### src/rtl/state_xfer_tx_pkg.sv
// Shared definitions for the state-transfer CDC channel (transmitter and receiver).
package state_xfer_pkg;

    typedef enum logic [1:0] {
        IDLE     = 2'd0,
        SETUP    = 2'd1,
        WAIT_ACK = 2'd2
    } state_t;

    localparam int unsigned DROP_CNT_W      = 8;
    localparam int unsigned DEF_SYNC_STAGES = 2;

endpackage

### src/rtl/state_xfer_tx_if.sv
// Update input and toggle-handshake bus of the state-transfer transmitter.
interface state_xfer_tx_if #(
    parameter int unsigned bits = 8
);
    logic            upd_valid;
    logic [bits-1:0] upd_data;
    logic            upd_ready;
    logic [bits-1:0] xfer_data;
    logic            xfer_req;
    logic            xfer_ack;

    modport slave (
        input  upd_valid, upd_data, xfer_ack,
        output upd_ready, xfer_data, xfer_req
    );

    modport master (
        output upd_valid, upd_data, xfer_ack,
        input  upd_ready, xfer_data, xfer_req
    );
endinterface

### src/rtl/state_xfer_tx_sync_bit_rst.sv
// N-stage single-bit synchronizer with asynchronous active-low reset.
module sync_bit_rst #(
    parameter int unsigned STAGES = 2
) (
    input  logic clk,
    input  logic rst_n,
    input  logic d,
    output logic q
);
    logic [STAGES-1:0] ff;

    always_ff @(posedge clk or negedge rst_n) begin
        if (!rst_n) ff <= '0;
        else        ff <= {ff[STAGES-2:0], d};
    end

    assign q = ff[STAGES-1];
endmodule

### src/rtl/state_xfer_tx.sv
// Source end of the toggle-handshake channel: holds one value on xfer_data,
// toggles xfer_req, and waits for the synchronized ack toggle to match.
module state_xfer_tx
    import state_xfer_pkg::*;
#(
    parameter int unsigned bits        = 8,
    parameter int unsigned SYNC_STAGES = DEF_SYNC_STAGES,
    parameter int unsigned COALESCE    = 1,
    parameter int unsigned TIMEOUT     = 0
) (
    input  logic                  clk_50,
    input  logic                  reset_n,
    state_xfer_tx_if.slave        xfer,
    output logic                  busy,
    output logic [DROP_CNT_W-1:0] drop_cnt,
    output logic                  timeout_err,
    input  logic                  clr_err
);
    localparam int unsigned   TW      = (TIMEOUT > 0) ? $clog2(TIMEOUT + 1) : 1;
    localparam logic [TW-1:0] TMO_MAX = TW'(TIMEOUT);
    localparam logic [TW-1:0] TMO_HIT = TW'(TIMEOUT - 1);

    state_t          state;
    logic            ack_s;
    logic            pend_valid;
    logic [bits-1:0] pend_data;
    logic [TW-1:0]   timer;

    logic idle, upd_ready_i, accept, take_upd, take_pend, wr_pend, drop_evt, tmo_evt;

    sync_bit_rst #(.STAGES(SYNC_STAGES)) u_ack_sync (
        .clk   (clk_50),
        .rst_n (reset_n),
        .d     (xfer.xfer_ack),
        .q     (ack_s)
    );

    // Pending-vs-new priority in IDLE: with COALESCE the fresh update wins and the
    // stale pending value is dropped; a pending value is dropped on overwrite too.
    always_comb begin
        idle        = (state == IDLE);
        upd_ready_i = (COALESCE != 0) ? 1'b1 : ~pend_valid;
        accept      = xfer.upd_valid && upd_ready_i;
        take_upd    = idle && accept;
        take_pend   = idle && pend_valid && !take_upd;
        wr_pend     = !idle && accept;
        drop_evt    = (COALESCE != 0) && pend_valid && accept;
        tmo_evt     = (TIMEOUT != 0) && (state == WAIT_ACK) && (timer == TMO_HIT);
    end

    assign xfer.upd_ready = upd_ready_i;
    assign busy           = !idle;

    always_ff @(posedge clk_50 or negedge reset_n) begin
        if (!reset_n) begin
            state          <= IDLE;
            xfer.xfer_data <= '0;
            xfer.xfer_req  <= 1'b0;
            timer          <= '0;
        end else begin
            case (state)
                IDLE: begin
                    if (take_upd) begin
                        xfer.xfer_data <= xfer.upd_data;
                        state          <= SETUP;
                    end else if (take_pend) begin
                        xfer.xfer_data <= pend_data;
                        state          <= SETUP;
                    end
                end
                SETUP: begin
                    xfer.xfer_req <= ~xfer.xfer_req;
                    timer         <= '0;
                    state         <= WAIT_ACK;
                end
                WAIT_ACK: begin
                    if (ack_s == xfer.xfer_req) state <= IDLE;
                    if (timer != TMO_MAX)       timer <= timer + 1'b1;
                end
                default: state <= IDLE;
            endcase
        end
    end

    always_ff @(posedge clk_50 or negedge reset_n) begin
        if (!reset_n) begin
            pend_valid <= 1'b0;
            pend_data  <= '0;
        end else if (wr_pend) begin
            pend_valid <= 1'b1;
            pend_data  <= xfer.upd_data;
        end else if (idle) begin
            pend_valid <= 1'b0;
        end
    end

    // Set/increment events take precedence over a coincident clr_err.
    always_ff @(posedge clk_50 or negedge reset_n) begin
        if (!reset_n) begin
            drop_cnt    <= '0;
            timeout_err <= 1'b0;
        end else begin
            if (drop_evt) begin
                if (drop_cnt != '1) drop_cnt <= drop_cnt + 1'b1;
            end else if (clr_err) begin
                drop_cnt <= '0;
            end
            if (tmo_evt)      timeout_err <= 1'b1;
            else if (clr_err) timeout_err <= 1'b0;
        end
    end
endmodule

### src/flat_wrapper.sv
// flat-port wrapper written by rule: the top's interface ports become plain ports
module state_xfer_tx_flat import state_xfer_pkg::*;
#(
    parameter int unsigned bits        = 8,
    parameter int unsigned SYNC_STAGES = DEF_SYNC_STAGES,
    parameter int unsigned COALESCE    = 1,
    parameter int unsigned TIMEOUT     = 0
)
  (clk_50, reset_n, busy, drop_cnt, timeout_err, clr_err, xfer_upd_valid, xfer_upd_data, xfer_xfer_ack, xfer_upd_ready, xfer_xfer_data, xfer_xfer_req);
  state_xfer_tx_if #(.bits(bits)) xfer_i ();
  input  logic clk_50;
  input  logic reset_n;
  output logic busy;
  output logic [DROP_CNT_W-1:0] drop_cnt;
  output logic timeout_err;
  input  logic clr_err;
  input wire logic [$bits(xfer_i.upd_valid)-1:0] xfer_upd_valid;
  input wire logic [$bits(xfer_i.upd_data)-1:0] xfer_upd_data;
  input wire logic [$bits(xfer_i.xfer_ack)-1:0] xfer_xfer_ack;
  output wire logic [$bits(xfer_i.upd_ready)-1:0] xfer_upd_ready;
  output wire logic [$bits(xfer_i.xfer_data)-1:0] xfer_xfer_data;
  output wire logic [$bits(xfer_i.xfer_req)-1:0] xfer_xfer_req;
  assign xfer_i.upd_valid = xfer_upd_valid;
  assign xfer_i.upd_data = xfer_upd_data;
  assign xfer_i.xfer_ack = xfer_xfer_ack;
  assign xfer_upd_ready = xfer_i.upd_ready;
  assign xfer_xfer_data = xfer_i.xfer_data;
  assign xfer_xfer_req = xfer_i.xfer_req;
  state_xfer_tx #(.bits(bits), .SYNC_STAGES(SYNC_STAGES), .COALESCE(COALESCE), .TIMEOUT(TIMEOUT)) u_core (.clk_50(clk_50), .reset_n(reset_n), .xfer(xfer_i), .busy(busy), .drop_cnt(drop_cnt), .timeout_err(timeout_err), .clr_err(clr_err));
endmodule
### config.mk
export PLATFORM = sky130hd
export DESIGN_NAME = state_xfer_tx_flat
export DESIGN_NICKNAME = d
export VERILOG_FILES = /design/src/rtl/state_xfer_tx_pkg.sv /design/src/rtl/state_xfer_tx_if.sv /design/src/rtl/state_xfer_tx_sync_bit_rst.sv /design/src/rtl/state_xfer_tx.sv /design/src/flat_wrapper.sv
export SDC_FILE = /design/constraint.sdc
export NUM_CORES = 1
export LEC_CHECK = 0
export BUFFER_PORTS_ARGS = -buffer_cell sky130_fd_sc_hd__buf_2
export CAP_MARGIN = 20
export CORE_MARGIN = 10
export CORE_UTILIZATION = 38
export DETAILED_ROUTE_END_ITERATION = 8
export PLACE_DENSITY = 0.65
export SYNTH_ARGS = -nofsm -noshare
export SYNTH_HDL_FRONTEND = slang
export SYNTH_SLANG_ARGS = --single-unit
### constraint.sdc
create_clock -name clk_50 -period 1.2 [get_ports clk_50]
set_input_delay 0.18 -clock clk_50 [delete_from_list [all_inputs] [get_ports clk_50]]
set_output_delay 0.18 -clock clk_50 [all_outputs]
set_load 0.005 [all_outputs]
======== Word-level counts from Yosys, hierarchy flattened ========
Cells that the tools add are included.
operators by class
  add/sub/neg operators ................... 1
  multipliers ............................. 0
  divide/modulo/power cells ............... 0
  magnitude comparators ................... 0
  equal/unequal tests ..................... 7
  shift operators ......................... 0
  multiplexer cells ....................... 11
  bitwise gates (word level) .............. 1
  reductions and logical operators ........ 14
operators with widths
  operator                                                                number
  8-bit two-way mux                                                       5
  8-bit by 1-bit adder with 8-bit output (second input constant)          1
  8-bit != test (second input constant)                                   1
  2-bit two-way mux                                                       3
  2-bit case mux with 3 select lines                                      1
  2-bit AND reduction                                                     3
  2-bit nonzero test                                                      3
  1-bit logical AND                                                       5
  3-bit != test (second input constant)                                   1
  2-bit by 1-bit equality test with 1-bit output (second input constant)  1
  2-bit equality test (second input constant)                             1
  1-bit zero test                                                         2
  2-bit zero test                                                         1
  1-bit two-way mux                                                       2
  2-bit by 1-bit != test with 1-bit output (second input constant)        1
  2-bit != test (second input constant)                                   1
  1-bit equality test                                                     1
  1-bit NOT                                                               1
storage, ports and cells
  register bits ........................... 30
  bits in latches ......................... 0
  bits in writable memories ............... 0
  bits in read-only memories .............. 0
  input bits .............................. 13
  output and inout bits ................... 20
  logic and storage cells ................. 41
  memories kept ........................... 0

======== Longest topological paths before layout ========
Gate-level depths: netlist (run 1).
  depth after elaboration ................. 7
  gate-level depth with buffers ........... 6
  gate-level depth less buffers ........... 5

======== By module ========
Synthesis (run 1) repeated with hierarchy kept, for this count alone.
second synthesis, totals
  cell total of the unflattened synthesis .. 122
  area, all modules ....................... 1,336.3 µm²
modules (own cells, without submodules)
  module         instances  cells each  area each (µm²)  sequential area each (µm²)
  state_xfer_tx  1          120         1,286.2          700.7
  sync_bit_rst   1          2           50.0             50.0

======== Least setup slack after synthesis (run 1) ========
Ideal clock, no wire load.
  path kind ............................... reg-to-reg
  start point ............................. register u_core.state[1]
  end point ............................... register u_core.pend_data[0]
  setup time .............................. 125 ps
  arrival time ............................ 1,164 ps
  required time ........................... 1,075 ps
  path slack .............................. -89 ps
  stages on the path, launching flop included .. 6
  buffers on the path ..................... 1
  clock period less this slack ............ 1,289 ps
  path through ............................ dfrtp_1 -> nor2_1 -> buf_4 -> inv_1 -> nand2_2 -> mux2_2
on the way
  longest elaborated chain between the ends .. 3
ends and longest elaborated chain
  element                   line                 source
  start: declaration        state_xfer_tx.sv:23  state_t state;
  start signal: assignment  state_xfer_tx.sv:56  state <= IDLE;
  start signal: assignment  state_xfer_tx.sv:65  state <= SETUP;
  start signal: assignment  state_xfer_tx.sv:68  state <= SETUP;
  2-bit zero test           state_xfer_tx.sv:41  idle = (state == IDLE);
  1-bit zero test           state_xfer_tx.sv:46  wr_pend = !idle && accept;
  1-bit logical AND         state_xfer_tx.sv:46
  end signal: assignment    state_xfer_tx.sv:91  pend_data <= xfer.upd_data;
  end: declaration          state_xfer_tx.sv:26  logic [bits-1:0] pend_data;
Every way passes these cells.
A chain may end at the register's enable or synchronous reset.

======== Worst setup path in the final report (run 1) ========
  start point ............................. register u_core.state[0]
  end point ............................... output port busy
on the way
  longest elaborated chain between the ends .. 2
ends and longest elaborated chain
  element           line                 source
  2-bit zero test   state_xfer_tx.sv:41
  1-bit zero test   state_xfer_tx.sv:52  assign busy = !idle;
  end: declaration  flat_wrapper.sv:13   output logic busy;
Every way passes these cells.

==> impl_metrics.tcl, run 1 <==
set metrics [dict create \
    grt_max_degree 18 \
    grt_pass1_wl_um 6161 \
    hp-class "input port to register" \
    crit_type "register to output port" \
    crit_fanout 5 \
    num_rows 22 \
    drc_errors 0 \
    synth-edff-count 0 \
    synth.yosys.seq_area_share 0.5249 \
    hold_viol 0 \
    syn_area_per_cell_sq_um 11.00 \
    viasPerCell 5.287 \
    cts_tree "done" \
    synth_most_common_cell "dfrtp_1" \
    finalMaxSlewViolations 0 \
    violations "negative setup slack" \
    cts_buffers 5 \
    clock_latency_ns 0.28 \
    cts_buffer_depth 2 \
    regToRegEndpoint "u_core.xfer.xfer_data[2]" \
    max_freq_mhz 806.9 \
    dp_slack_ns -0.05170 \
    root_buffer "clkbuf_8" \
    track_usage 0.1185 \
    route.met2.wl_um 1710 \
    reg2reg_depth 5 \
    p_leak_nw 0.9368 \
    drive_gt1_frac 0.5165 \
    grt_overflow 0 \
    pwr_density_cell_nw_per_um2 2250 \
    setup_tns_ns -0.1115 \
    whs_ns 0.1472 \
    min_path_cells 2 \
    hp-start "xfer_upd_data[7]" \
    period_share 1.033 \
    synth_area_leaders "dfrtp_1, mux2_2, a22oi_1, a31oi_1, o21ai_0" \
    core_sq_um 3661 \
    drtAntennaViolNets 0 \
    synth_top_area_cell "dfrtp_1" \
    vias 1216 \
    htree_levels 2 \
    cp-end-kind "output port" \
    maxCapViolations 0 \
    avgRoutedWirePerCell_um 15.76 \
    synth_top_area_share 0.5249 \
    final.setup_skew_ns 0.005913 \
    die_w_um 81.35 \
    routed_wl_um 3625 \
    r2r_slack_ns -0.02 \
    die_h_um 81.35 \
    start_kind "register" \
    ys_async_sr_fraction 1.000 \
    cts_num_sinks 30 \
    area_growth_pct 41.56 \
    vdd_ir_drop_max_mv 1.190 \
    syn_nets 144 \
    setup_viol 7 \
    whs_endpoint "u_core.pend_data[7]" \
    syn_inst 130 \
    syn-cell-area_sq_um 1430 \
    synthTopCellsByCount "dfrtp_1, o21ai_0, nor2_1" \
    worstPathRequired_ns 1.02 \
    yosysWarnings 0 \
    numPortBuffers 30 \
    first_pass_iters 4 \
    wl_met3_um 308 \
    ioPinCount 33 \
    globalplace.congestion 0.8090 \
    r2r-start "u_core.state[0]" \
    antenna_found_initial 0 \
    cp.arrival_ns 1.06 \
    highest_layer "met4" \
    dieArea_sq_um 6617 \
    layout.nets 196 \
    grt_pass1_vias 1257 \
    synthFlopType "dfrtp_1" \
    finalWorstSetupSlack_ns -0.03934 \
    drt_iter0_markers 38 \
    initial_core_util 0.3906 \
    status "finished, violations left" \
    num_antenna_cells 0 \
    synth_cell_types 37 \
    hpwl_um 2642 \
    path_clk_slew_ns 0.06 \
    fin_crit_ns 1.239 \
    rsz0062_at_grt "true" \
    wl_met1_um 1538 \
    synth_seq_cells 30 \
]
## registers in the layout (all words and copies together) (netlist names)
| name | count |
|---|---|
| u_core.xfer.xfer_data | 8 |
| u_core.pend_valid | 1 |
| u_core.u_ack_sync.ff | 2 |
| u_core.drop_cnt | 8 |
| u_core.state | 2 |
| u_core.pend_data | 8 |
| u_core.xfer.xfer_req | 1 |
## cells by family (layout without fill, tap and decap cells)
group,Yosys count,count (layout),share of synthesized area
simple gates,40,40,0.1715
compound gates,34,34,0.1557
flops,30,30,0.5249
buf+inv,11,63,0.04462
mux,10,10,0.07699
other cells,2,2,0.005251
xor+xnor,2,2,0.01225
fa+ha+maj,1,1,0.008748
## cells in the final DEF (no fill, tap or decap), drive strengths merged, types with 2 or more instances in the layout
cell and count:
a211oi 2, a21oi 2, a22oi 8, a31oi 8, and2 3, and2b 3, buf 52, clkbuf 7
conb 2, dfrtp 30, dlygate4sd3 2, inv 2, mux2 8, mux2i 2, nand2 4, nand2b 3
nand3 3, nand4 3, nor2 9, nor2b 5, nor3 4, o21ai 10, xnor2 2
## how the worst max path moves through the flow
stage	slack, ns	end	startpoint
floorplan	-0.008	u_core.pend_data[0]	u_core.state[0]
global placement	-0.0001	u_core.drop_cnt[6]	u_core.drop_cnt[0]
detailed placement	-0.05	u_core.drop_cnt[6]	u_core.drop_cnt[0]
CTS	-0.07	busy	u_core.state[1]
global route	-0.11	busy	u_core.state[0]
finish	-0.04	busy	u_core.state[0]
## routing by layer
metal,track usage,vias up
li1,-,576
met5,0,-
met1,0.1409,591
met3,0.05298,8
met2,0.1809,41
met4,0.05190,0
## critical path: stages, from the launching register on
cell and delay [ns]:
dfrtp_1 0.40, nor2_4 0.20, inv_8 0.06, buf_6 0.12
## final cells by class
type	count	area (sq um)
Fill cell	315	1637
Sequential cell	30	754.5
Multi-Input combinational cell	89	753.2
Timing Repair Buffer	54	365.4
Clock buffer	7	76.32
Tap cell	48	60.06
Inverter	2	15.01
## report_power, final
group | switching, mW | internal [mW]
Clock | 0.350 | 0.398
Sequential | 0.337 | 1.40
Combinational | 0.921 | 1.15
Total | 1.61 | 2.95
## per-stage QoR
stage	util	power, mW	cells	instance area [sq um]
floorplan	-	2.898	130	1511
global route	0.5530	4.874	230	2024
finish	0.5530	4.556	230	2024
detailed placement	0.4908	3.521	216	1797
CTS	0.5297	4.451	227	1939
global placement	0.4908	3.448	216	1797
## repair_timing
item | in CTS | in global routing
hold buffers | 2 | 0
endpoints found under the setup margin | 21 | 26
buffers inserted | 3 | 3
pin swaps | 3 | 9
gates resized for setup | 10 | 19
endpoints found under the hold margin | 14 | 0
No activity file was read; power rests on OpenSTA's default activity.
==> inputs of run 2 (changes only) <==
--- a/config.mk
+++ b/config.mk
@@ -10,7 +10,6 @@
 export CORE_MARGIN = 10
 export CORE_UTILIZATION = 38
 export DETAILED_ROUTE_END_ITERATION = 8
-export PLACE_DENSITY = 0.65
 export SYNTH_ARGS = -nofsm -noshare
 export SYNTH_HDL_FRONTEND = slang
 export SYNTH_SLANG_ARGS = --single-unit
==> run 2 against run 1 <==
Effect of this change: the run still ends with negative setup slack left; utilization up 0.96 points; combinational power about the same; via count grew 0.99%; count of clock-buffer cells in the layout unchanged; global-route usage increased by 0.12 points; hold slack about the same; setup slack improved by 0.0043 ns; die area stayed put; critical path type unchanged; critical endpoint unchanged.
==> impl_metrics.tcl, run 2 (same netlist as run 1, synthesis figures left out) <==
set metrics [dict create \
    routed_wl_um 3907 \
    vdd_ir_drop_max_mv 1.165 \
    max_freq_mhz 809.7 \
    whs_endpoint "u_core.pend_data[1]" \
    fin_area_sq_um 2059 \
    fin_crit_ns 1.235 \
    drive_gt1_frac 0.5160 \
    avgRoutedWirePerCell_um 16.56 \
    clock_latency_ns 0.28 \
    hp-class "input port to register" \
    numPortBuffers 30 \
    globalplace.congestion 0.7417 \
    rsz0062_at_grt "true" \
    finalMaxSlewViolations 0 \
    setup_viol 6 \
    die_h_um 81.35 \
    power.share.switching 0.3523 \
    core_sq_um 3661 \
    final_common_cell "buf_2" \
    dp_slack_ns -0.1199 \
    num_antenna_cells 0 \
    track_usage 0.1197 \
    grt_max_degree 18 \
    first_pass_iters 4 \
    final_cell_mix "buf_2, dfrtp_1, buf_4" \
    crit_fanout 6 \
    drc_errors 0 \
    place_area_sq_um 1782 \
    vias 1228 \
    ioPinCount 33 \
    internal_power_mw 2.959 \
    cp.arrival_ns 1.06 \
    viasPerCell 5.203 \
    worstPathRequired_ns 1.02 \
    min_path_cells 2 \
    grt_overflow 0 \
    p_leak_nw 0.9655 \
    reg2reg_depth 5 \
    final.setup_skew_ns 0.003214 \
    hold_viol 0 \
    n_fill_cell 329 \
    grt_pass1_wl_um 6223 \
    pwr_density_cell_nw_per_um2 2218 \
    drt_iter0_markers 54 \
    die_w_um 81.35 \
    reg_top3 "u_core.drop_cnt (8), u_core.pend_data (8), u_core.xfer.xfer_data (8)" \
    status "finished, violations left" \
    instances_no_fill 236 \
    antenna_found_initial 0 \
    p_sw_mw 1.609 \
    maxCapViolations 0 \
    root_buffer "clkbuf_8" \
    htree_levels 2 \
    pwr-share-comb 0.461 \
    area_growth_pct 44.01 \
    fin_util 0.5625 \
    hp-start "xfer_upd_data[1]" \
    path_clk_slew_ns 0.06 \
    dieArea_sq_um 6617 \
    cts_buffers 5 \
    cts_buffer_depth 2 \
    hpwl_um 2633 \
    start_kind "register" \
    r2r-start "u_core.state[0]" \
    power_frac_seq 0.375 \
    clockPowerShare 0.165 \
    drtAntennaViolNets 0 \
    layout.nets 202 \
    num_rows 22 \
    period_share 1.029 \
    finalWorstSetupSlack_ns -0.03500 \
    cp-end-kind "output port" \
    cts_tree "done" \
    regToRegEndpoint "u_core.xfer.xfer_data[5]" \
    finalPower_mw 4.568 \
    cts_num_sinks 30 \
    crit_type "register to output port" \
    initial_core_util 0.3906 \
    violations "negative setup slack" \
    dp_cells 214 \
    r2r_slack_ns -0.01 \
    grt_pass1_vias 1348 \
]
==> run 2: cell types whose count changed in the layout (fill, tap and decap cells not counted), sizes merged <==
cell and change:
clkbuf +1, buf +5
==> run 2: power by group through the flow <==
stage          sequential (mW)  combinational, mW  clock (mW)
2_1_floorplan             1.65               1.25           0
3_3_place_gp              1.68               1.68           0
3_5_place_dp              1.68               1.74           0
4_1_cts                   1.70               1.93       0.778
5_1_grt                   1.76               2.31       0.821
6_report                  1.71               2.10       0.752
==> run 2: per-layer routing <==
metal  track usage  up-vias  share of wire
met5             0        -              0
li1              -      582              -
met2        0.1998       38           0.50
met4       0.03979        0          0.011
met1        0.1345      602           0.42
met3       0.05077        6          0.076
==> run 2: metrics by stage <==
step,setup TNS [ns],hold WS (ns)
after global routing,-0.7108,0.1455
after detailed placement,-1.890,0.09475
final,-0.06994,0.1471
after global placement,-1.137,0.09487
after CTS,-0.04469,0.1374
after floorplan,-0.06151,-0.1156
==> run 2: critical path, cell delays in order (launching register included) <==
cell and delay, ns:
dfrtp_1 0.40, nor2_4 0.18, inv_6 0.08, buf_6 0.12
==> run 2: timing repair <==
action / 4_1_cts / 5_1_grt
endpoints found under the setup margin: 23 / 27
pin swaps: 6 / 4
cloned: 0 / 1
resized for setup: 10 / 17
endpoints found under the hold margin: 12 / 0
setup buffers: 7 / 6
hold buffers: 2 / 0
==> run 2: how the worst max path moves through the flow <==
stage,start,cells after the start,endpoint,slack [ns]
finish,u_core.state[0],3,busy,-0.04
global route,u_core.state[0],3,busy,-0.08
CTS,u_core.state[1],3,busy,-0.03
detailed placement,u_core.state[1],4,u_core.pend_data[2],-0.12
global placement,u_core.state[0],4,u_core.pend_data[2],-0.09
floorplan,u_core.state[0],5,u_core.pend_data[0],-0.008
==> run 2: cell type report <==
class,instances,area (sq um),share of cell area
inverters,2,12.51,0.006075
clock buffers,7,76.32,0.03706
repair buffers,60,410.4,0.1993
multi-input cells,89,744.5,0.3615
flip-flops and latches,30,755.7,0.3669
well taps,48,60.06,0.02916
